[config.mk]
export PLATFORM = sky130hd
export DESIGN_NAME = vcdl_phase_scan_ctrl_flat
export DESIGN_NICKNAME = d
export VERILOG_FILES = /design/src/rtl/vcdl_phase_scan_ctrl_if.sv /design/src/rtl/vcdl_phase_scan_ctrl.sv /design/src/flat_wrapper.sv
export SDC_FILE = /design/constraint.sdc
export NUM_CORES = 1
export LEC_CHECK = 0
export ABC_AREA = 1
export BUFFER_PORTS_ARGS = -buffer_cell sky130_fd_sc_hd__buf_4
export CORE_MARGIN = 1.5
export CORE_UTILIZATION = 45
export DETAILED_ROUTE_END_ITERATION = 7
export GPL_ROUTABILITY_DRIVEN = 0
export PLACE_DENSITY = 0.64
export REMOVE_ABC_BUFFERS = 1
export SETUP_SLACK_MARGIN = 0.3
export SYNTH_ARGS = -nofsm -noshare
export SYNTH_HDL_FRONTEND = slang
export SYNTH_SLANG_ARGS = --single-unit
[constraint.sdc]
create_clock -name CLK -period 2.9 [get_ports CLK]
set_input_delay 0.29 -clock CLK [delete_from_list [all_inputs] [get_ports CLK]]
set_output_delay 0.29 -clock CLK [all_outputs]
set_load 0.02 [all_outputs]
[src/rtl/vcdl_phase_scan_ctrl_if.sv]
// Register-side / VCDL-generator-side signal bundle of the phase scan controller.
// The master modport is the controlling side; the slave modport is the scan controller.
interface vcdl_phase_scan_ctrl_if #(
  parameter int LOG_SAMPLES = 8
);
  logic                   start_i;
  logic                   abort_i;
  logic                   idelayctrl_rdy_i;
  logic                   vcdl_sync_i;
  logic [4:0]             manual_delay_i;
  logic                   manual_load_i;
  logic                   en_o;
  logic [4:0]             delay_o;
  logic                   load_delay_o;
  logic                   busy_o;
  logic                   done_o;
  logic                   edge_found_o;
  logic [4:0]             edge_tap_o;
  logic [LOG_SAMPLES:0]   count_o;
  logic [4:0]             count_tap_o;
  logic                   count_valid_o;

  modport master (
    output start_i, abort_i, idelayctrl_rdy_i, vcdl_sync_i, manual_delay_i, manual_load_i,
    input  en_o, delay_o, load_delay_o, busy_o, done_o, edge_found_o, edge_tap_o,
           count_o, count_tap_o, count_valid_o
  );

  modport slave (
    input  start_i, abort_i, idelayctrl_rdy_i, vcdl_sync_i, manual_delay_i, manual_load_i,
    output en_o, delay_o, load_delay_o, busy_o, done_o, edge_found_o, edge_tap_o,
           count_o, count_tap_o, count_valid_o
  );
endinterface

[src/rtl/vcdl_phase_scan_ctrl.sv]
// Steps the sync-path IDELAY through taps 0..31, measures the high ratio of the delayed
// sync at each tap and reports (and finally loads) the first low-to-high crossing.
module vcdl_phase_scan_ctrl #(
  parameter int LOG_SAMPLES   = 8,
  parameter int THRESHOLD     = 128,
  parameter int SETTLE_CYCLES = 16
) (
  input logic                       CLK,
  input logic                       rst_n_i,
  vcdl_phase_scan_ctrl_if.slave     bus
);

  typedef enum logic [2:0] {
    S_IDLE, S_WAIT_RDY, S_LOAD, S_SETTLE, S_MEASURE, S_RECORD, S_FINAL
  } state_t;

  localparam logic [LOG_SAMPLES-1:0] SAMP_ONE    = 1;
  localparam logic [LOG_SAMPLES:0]   THRESH_W    = (LOG_SAMPLES+1)'(THRESHOLD);
  localparam logic [7:0]             SETTLE_LAST = 8'(SETTLE_CYCLES - 1);

  state_t                 state, next_state;
  logic [4:0]             tap;
  logic [7:0]             settle_cnt;
  logic [LOG_SAMPLES-1:0] samp_cnt;
  logic [LOG_SAMPLES:0]   high_cnt;
  logic                   prev_high;
  logic                   sync_r;
  logic [4:0]             delay_r;
  logic                   load_r;
  logic                   edge_found_r;
  logic [4:0]             edge_tap_r;
  logic [LOG_SAMPLES:0]   count_r;
  logic [4:0]             count_tap_r;
  logic                   count_valid_r;

  logic       start_acc, manual_acc, settle_last, meas_last, cur_high, new_edge;
  logic [4:0] load_tap, final_tap;

  assign start_acc   = (state == S_IDLE) && bus.start_i;
  assign manual_acc  = (state == S_IDLE) && bus.manual_load_i && !bus.start_i;
  assign settle_last = (settle_cnt == SETTLE_LAST);
  assign meas_last   = &samp_cnt;
  assign cur_high    = (high_cnt >= THRESH_W);
  assign new_edge    = (state == S_RECORD) && !edge_found_r && (tap != 5'd0) && !prev_high && cur_high;
  assign load_tap    = (state == S_RECORD) ? tap + 5'd1 : tap;
  assign final_tap   = new_edge ? tap : edge_tap_r;

  always_ff @(posedge CLK or negedge rst_n_i) begin
    if (!rst_n_i) state <= S_IDLE;
    else          state <= next_state;
  end

  always_comb begin
    next_state = state;
    case (state)
      S_IDLE:     if (bus.start_i) next_state = S_WAIT_RDY;
      S_WAIT_RDY: if (bus.idelayctrl_rdy_i) next_state = S_LOAD;
      S_LOAD:     next_state = S_SETTLE;
      S_SETTLE:   if (settle_last) next_state = S_MEASURE;
      S_MEASURE:  if (meas_last) next_state = S_RECORD;
      S_RECORD:   next_state = (tap == 5'd31) ? S_FINAL : S_LOAD;
      S_FINAL:    next_state = S_IDLE;
      default:    next_state = S_IDLE;
    endcase
    // Abort suppresses any further load, so a pulse already issued is the last one.
    if (bus.abort_i && state != S_IDLE) next_state = S_IDLE;
  end

  always_comb begin
    bus.en_o   = 1'b0;
    bus.busy_o = 1'b0;
    bus.done_o = 1'b0;
    if (state != S_IDLE) begin
      bus.en_o   = 1'b1;
      bus.busy_o = 1'b1;
    end
    if (state == S_FINAL && !bus.abort_i) bus.done_o = 1'b1;
  end

  always_ff @(posedge CLK or negedge rst_n_i) begin
    if (!rst_n_i) begin
      tap           <= '0;
      settle_cnt    <= '0;
      samp_cnt      <= '0;
      high_cnt      <= '0;
      prev_high     <= 1'b0;
      sync_r        <= 1'b0;
      delay_r       <= '0;
      load_r        <= 1'b0;
      edge_found_r  <= 1'b0;
      edge_tap_r    <= '0;
      count_r       <= '0;
      count_tap_r   <= '0;
      count_valid_r <= 1'b0;
    end else begin
      sync_r        <= bus.vcdl_sync_i;
      load_r        <= 1'b0;
      count_valid_r <= 1'b0;
      // Loads are registered one cycle ahead so the pulse coincides with LOAD/FINAL.
      if (manual_acc) begin
        delay_r <= bus.manual_delay_i;
        load_r  <= 1'b1;
      end else if (next_state == S_LOAD) begin
        delay_r <= load_tap;
        load_r  <= 1'b1;
      end else if (next_state == S_FINAL) begin
        delay_r <= final_tap;
        load_r  <= 1'b1;
      end
      case (state)
        S_IDLE: begin
          if (start_acc) begin
            edge_found_r <= 1'b0;
            edge_tap_r   <= '0;
            prev_high    <= 1'b0;
            tap          <= '0;
          end
        end
        S_LOAD: settle_cnt <= '0;
        S_SETTLE: begin
          settle_cnt <= settle_cnt + 8'd1;
          if (settle_last) begin
            samp_cnt <= '0;
            high_cnt <= '0;
          end
        end
        S_MEASURE: begin
          samp_cnt <= samp_cnt + SAMP_ONE;
          high_cnt <= high_cnt + {{LOG_SAMPLES{1'b0}}, sync_r};
        end
        S_RECORD: begin
          count_r       <= high_cnt;
          count_tap_r   <= tap;
          count_valid_r <= 1'b1;
          prev_high     <= cur_high;
          if (new_edge) begin
            edge_found_r <= 1'b1;
            edge_tap_r   <= tap;
          end
          if (tap != 5'd31) tap <= tap + 5'd1;
        end
        default: ;
      endcase
    end
  end

  assign bus.delay_o       = delay_r;
  assign bus.load_delay_o  = load_r;
  assign bus.edge_found_o  = edge_found_r;
  assign bus.edge_tap_o    = edge_tap_r;
  assign bus.count_o       = count_r;
  assign bus.count_tap_o   = count_tap_r;
  assign bus.count_valid_o = count_valid_r;

endmodule
[src/flat_wrapper.sv]
// flat-port wrapper written by rule: the top's interface ports become plain ports
module vcdl_phase_scan_ctrl_flat 
#(
  parameter int LOG_SAMPLES   = 8,
  parameter int THRESHOLD     = 128,
  parameter int SETTLE_CYCLES = 16
)
  (CLK, rst_n_i, bus_start_i, bus_abort_i, bus_idelayctrl_rdy_i, bus_vcdl_sync_i, bus_manual_delay_i, bus_manual_load_i, bus_en_o, bus_delay_o, bus_load_delay_o, bus_busy_o, bus_done_o, bus_edge_found_o, bus_edge_tap_o, bus_count_o, bus_count_tap_o, bus_count_valid_o);
  vcdl_phase_scan_ctrl_if #(.LOG_SAMPLES(LOG_SAMPLES)) bus_i ();
  input logic CLK;
  input logic rst_n_i;
  input wire logic [$bits(bus_i.start_i)-1:0] bus_start_i;
  input wire logic [$bits(bus_i.abort_i)-1:0] bus_abort_i;
  input wire logic [$bits(bus_i.idelayctrl_rdy_i)-1:0] bus_idelayctrl_rdy_i;
  input wire logic [$bits(bus_i.vcdl_sync_i)-1:0] bus_vcdl_sync_i;
  input wire logic [$bits(bus_i.manual_delay_i)-1:0] bus_manual_delay_i;
  input wire logic [$bits(bus_i.manual_load_i)-1:0] bus_manual_load_i;
  output wire logic [$bits(bus_i.en_o)-1:0] bus_en_o;
  output wire logic [$bits(bus_i.delay_o)-1:0] bus_delay_o;
  output wire logic [$bits(bus_i.load_delay_o)-1:0] bus_load_delay_o;
  output wire logic [$bits(bus_i.busy_o)-1:0] bus_busy_o;
  output wire logic [$bits(bus_i.done_o)-1:0] bus_done_o;
  output wire logic [$bits(bus_i.edge_found_o)-1:0] bus_edge_found_o;
  output wire logic [$bits(bus_i.edge_tap_o)-1:0] bus_edge_tap_o;
  output wire logic [$bits(bus_i.count_o)-1:0] bus_count_o;
  output wire logic [$bits(bus_i.count_tap_o)-1:0] bus_count_tap_o;
  output wire logic [$bits(bus_i.count_valid_o)-1:0] bus_count_valid_o;
  assign bus_i.start_i = bus_start_i;
  assign bus_i.abort_i = bus_abort_i;
  assign bus_i.idelayctrl_rdy_i = bus_idelayctrl_rdy_i;
  assign bus_i.vcdl_sync_i = bus_vcdl_sync_i;
  assign bus_i.manual_delay_i = bus_manual_delay_i;
  assign bus_i.manual_load_i = bus_manual_load_i;
  assign bus_en_o = bus_i.en_o;
  assign bus_delay_o = bus_i.delay_o;
  assign bus_load_delay_o = bus_i.load_delay_o;
  assign bus_busy_o = bus_i.busy_o;
  assign bus_done_o = bus_i.done_o;
  assign bus_edge_found_o = bus_i.edge_found_o;
  assign bus_edge_tap_o = bus_i.edge_tap_o;
  assign bus_count_o = bus_i.count_o;
  assign bus_count_tap_o = bus_i.count_tap_o;
  assign bus_count_valid_o = bus_i.count_valid_o;
  vcdl_phase_scan_ctrl #(.LOG_SAMPLES(LOG_SAMPLES), .THRESHOLD(THRESHOLD), .SETTLE_CYCLES(SETTLE_CYCLES)) u_core (.CLK(CLK), .rst_n_i(rst_n_i), .bus(bus_i));
endmodule
==> metrics.md <==
| Metric | Value |
|---|---|
| Placed Area | `3580 sq um` |
| Antenna Nets Post-Route | `0` |
| Peak VDD IR | `374 uV` |
| FP Rows | `30` |
| Worst Path Required | `3120 ps` |
| Max stage delay on crit path | `600 ps` |
| Count of cell types in the netlist | `34` |
| H-tree depth | `3` |
| TritonCTS Buffers | `9` |
| DR vias/cell | `4.98` |
| Max-Cap Viols | `0` |
| Share of layout cells above drive strength 1 | `0.200` |
| CP Data Arrival Time | `2360 ps` |
| Worst Tran Pin Value | `794 ps` |
| Tcrit/Tclk final | `0.737` |
| Top Ports | `42` |
| HP Class | `in2async` |
| Fin area | `3810 sq um` |
| Vias in the first global route | `2550` |
| CP max FO | `33` |
| CTS tree | `yes` |
| Synth Cell Area | `3210 sq um` |
| Post-synthesis sequential area ratio | `0.484` |
| P&R area growth vs syn | `18.8%` |
| DRT Pass-1 Iters | `4` |
| YS warnings | `0` |
| First-pass GRT wire length | `11.5 mm` |
| CP dominant cell by count | `inv_2` |
| DR vias | `2646` |
| # setup viols final | `0` |
| Post-route minimum period | `2140 ps` |
| Fmax | `468 MHz` |
| Setup crit start kind | `flop` |
| Reg clk slew, reported paths | `70 ps` |
| Routed length per instance | `12.7 um` |
| Initial antenna violation count | `0` |
| Slowest CP cell | `dfrtp_1` |
| DRC Markers | `0` |
| Yosys reg bits | `62` |
| Root buf cell | `clkbuf_8` |
| Pwr per Cell Area | `651 nW/um^2` |
| Status | `finished clean` |
| Setup tns final | `0 ps` |
| Mapped Cells | `388` |
| DP Wirelength | `4.78 mm` |
| Post-Syn Area per Cell | `8.27 sq um` |
| RSZ-0062 raised after global routing | `no` |
| Initial Util | `0.470` |
| Commonest non-fill, non-tap cell in the layout | `nand2_1` |
| CTS sink count | `62` |
| Final hold violation count | `0` |
| Post-cts sizing count | `0` |
| Largest net degree at the start of global routing | `63` |
| Nets | `450` |
| PortBufs | `41` |
| CTS Hold Bufs | `0` |
| Die Width | `87.4 um` |
| Die height | `87.4 um` |
| Leakage | `1.98 nW` |
| Bufs on Longest Clock Path | `2` |
| Commonest non-fill, non-tap cells in the layout | `nand2_1, dfrtp_1, inv_1, buf_4, o21ai_0` |
| Initial detailed-routing violation count | `142` |
| Kind of end point of the critical path | `flop` |
| Total GRT Usage | `0.197` |
| Skew-Pair Late Insertion Delay | `340 ps` |
| Slew Limit Fails | `0` |
| Post-CTS Setup Bufs | `0` |
| Routed WL | `6.75 mm` |
| Setup Skew | `5.54 ps` |
| Cell Chain, Critical Path | `nand2_2, inv_2, nor2_2, nor2_1, inv_2, nand2_1, o21ai_0` |
| Ant diodes | `0` |
| Core area | `6830 sq um` |
| Die area | `7640 sq um` |
| Slew HR | `0.471` |
| GR Overflow Total | `0` |
| Kind of critical path | `reg2reg` |
[area by class of cell]
cell class                 count  area (sq um)
multi-input combinational    263          1400
tap                           96           120
timing repair buffer          41           308
fill                         665          3020
clock inverter                 3          65.1
inverter                      53           199
sequential                    62          1550
clock buffer                  13           169
[metrics by stage]
step / instances / utilization / power [mW] / setup slack, ps / hold slack [ps]
2_1_floorplan: 378 / - / 1.43 / 1030 / -5.59
3_3_place_gp: 515 / 0.524 / 1.60 / 793 / 401
3_5_place_dp: 515 / 0.524 / 1.61 / 786 / 401
4_1_cts: 531 / 0.558 / 2.51 / 762 / 38.9
5_1_grt: 531 / 0.558 / 2.60 / 456 / 40.1
6_report: 531 / 0.558 / 2.48 / 764 / 30.1
[flip-flops by register name (all words and copies together) (netlist names)]
name / count
u_core.bus.edge_found_o: 1
u_core.bus.load_delay_o: 1
u_core.sync_r: 1
u_core.samp_cnt: 8
u_core.high_cnt: 9
u_core.bus.count_o: 9
u_core.settle_cnt: 8
u_core.state: 3
u_core.bus.edge_tap_o: 5
u_core.prev_high: 1
u_core.bus.delay_o: 5
u_core.tap: 5
u_core.bus.count_tap_o: 5
u_core.bus.count_valid_o: 1
[synthesized netlist by cell type, drive strengths merged]
library cell / n / area (sq um)
nand2: 101 / 414
dfrtp: 62 / 1550
inv: 53 / 199
nor2: 45 / 239
o21ai: 43 / 215
nand3: 31 / 170
ha: 8 / 100
buf: 7 / 46.3
o22ai: 7 / 43.8
a22o: 6 / 52.6
a21oi: 4 / 20.0
a31oi: 3 / 18.8
clkbuf: 3 / 11.3
nand4: 3 / 40.0
nor3: 3 / 15.0
a22oi: 2 / 15.0
o32ai: 2 / 17.5
nor4: 1 / 6.26
o211ai: 1 / 7.51
o31ai: 1 / 7.51
xnor2: 1 / 8.76
xor2: 1 / 8.76
[worst max-delay path: cells and delay by family (launching register included)]
family / cells / cell delay [ps]
flip-flops: 1 / 600
AND/OR/NAND/NOR: 4 / 850
buffers and inverters: 2 / 490
AO/OA/AOI/OAI: 1 / 80
[metal layers]
layer  vias to the layer above  routed length, um  GRT usage  share of wire
li1                       1339                  -          -              -
met1                      1253               3390      0.275           0.50
met2                        44               3000      0.297           0.45
met3                        10                236     0.0370          0.035
met4                         0                119     0.0909          0.018
met5                         -                  0          0              0
[path summary, 6_finish.rpt]
| kind | from | endpoint | slack, ps | cells past startpoint |
|---|---|---|---|---|
| worst min register to register | u_core.bus.delay_o[0] | u_core.bus.delay_o[0] | 480 | 2 |
| max in group asynchronous | rst_n_i | u_core.bus.count_tap_o[4] | 2350 | 1 |
| min in group CLK | bus_vcdl_sync_i | u_core.sync_r | 50 | 1 |
| worst max register to register | u_core.state[2] | u_core.tap[2] | 760 | 7 |
| worst max-delay path | u_core.state[2] | u_core.tap[2] | 760 | 7 |
| worst min-delay path | rst_n_i | u_core.settle_cnt[3] | 30 | 1 |
[where the power goes]
group	internal (mW)	switching (mW)	leakage [nW]	total [mW]
clock	0.554	0.339	0.120	0.893
sequential	0.922	0.0447	0.857	0.967
combinational	0.210	0.412	1.01	0.622
total	1.69	0.796	1.98	2.48
[kinds of logic (layout without fill, tap and decap cells)]
family,after synthesis,after routing,synth area share
adders and majority gates,8,8,0.0312
DFF,62,62,0.484
and+or+nand+nor,184,184,0.276
buffers and inverters,63,110,0.0800
AOI/OAI and AO/OA,69,69,0.124
xor gates and xnor gates,2,2,0.00546
Power figures use the tool's default switching activity.
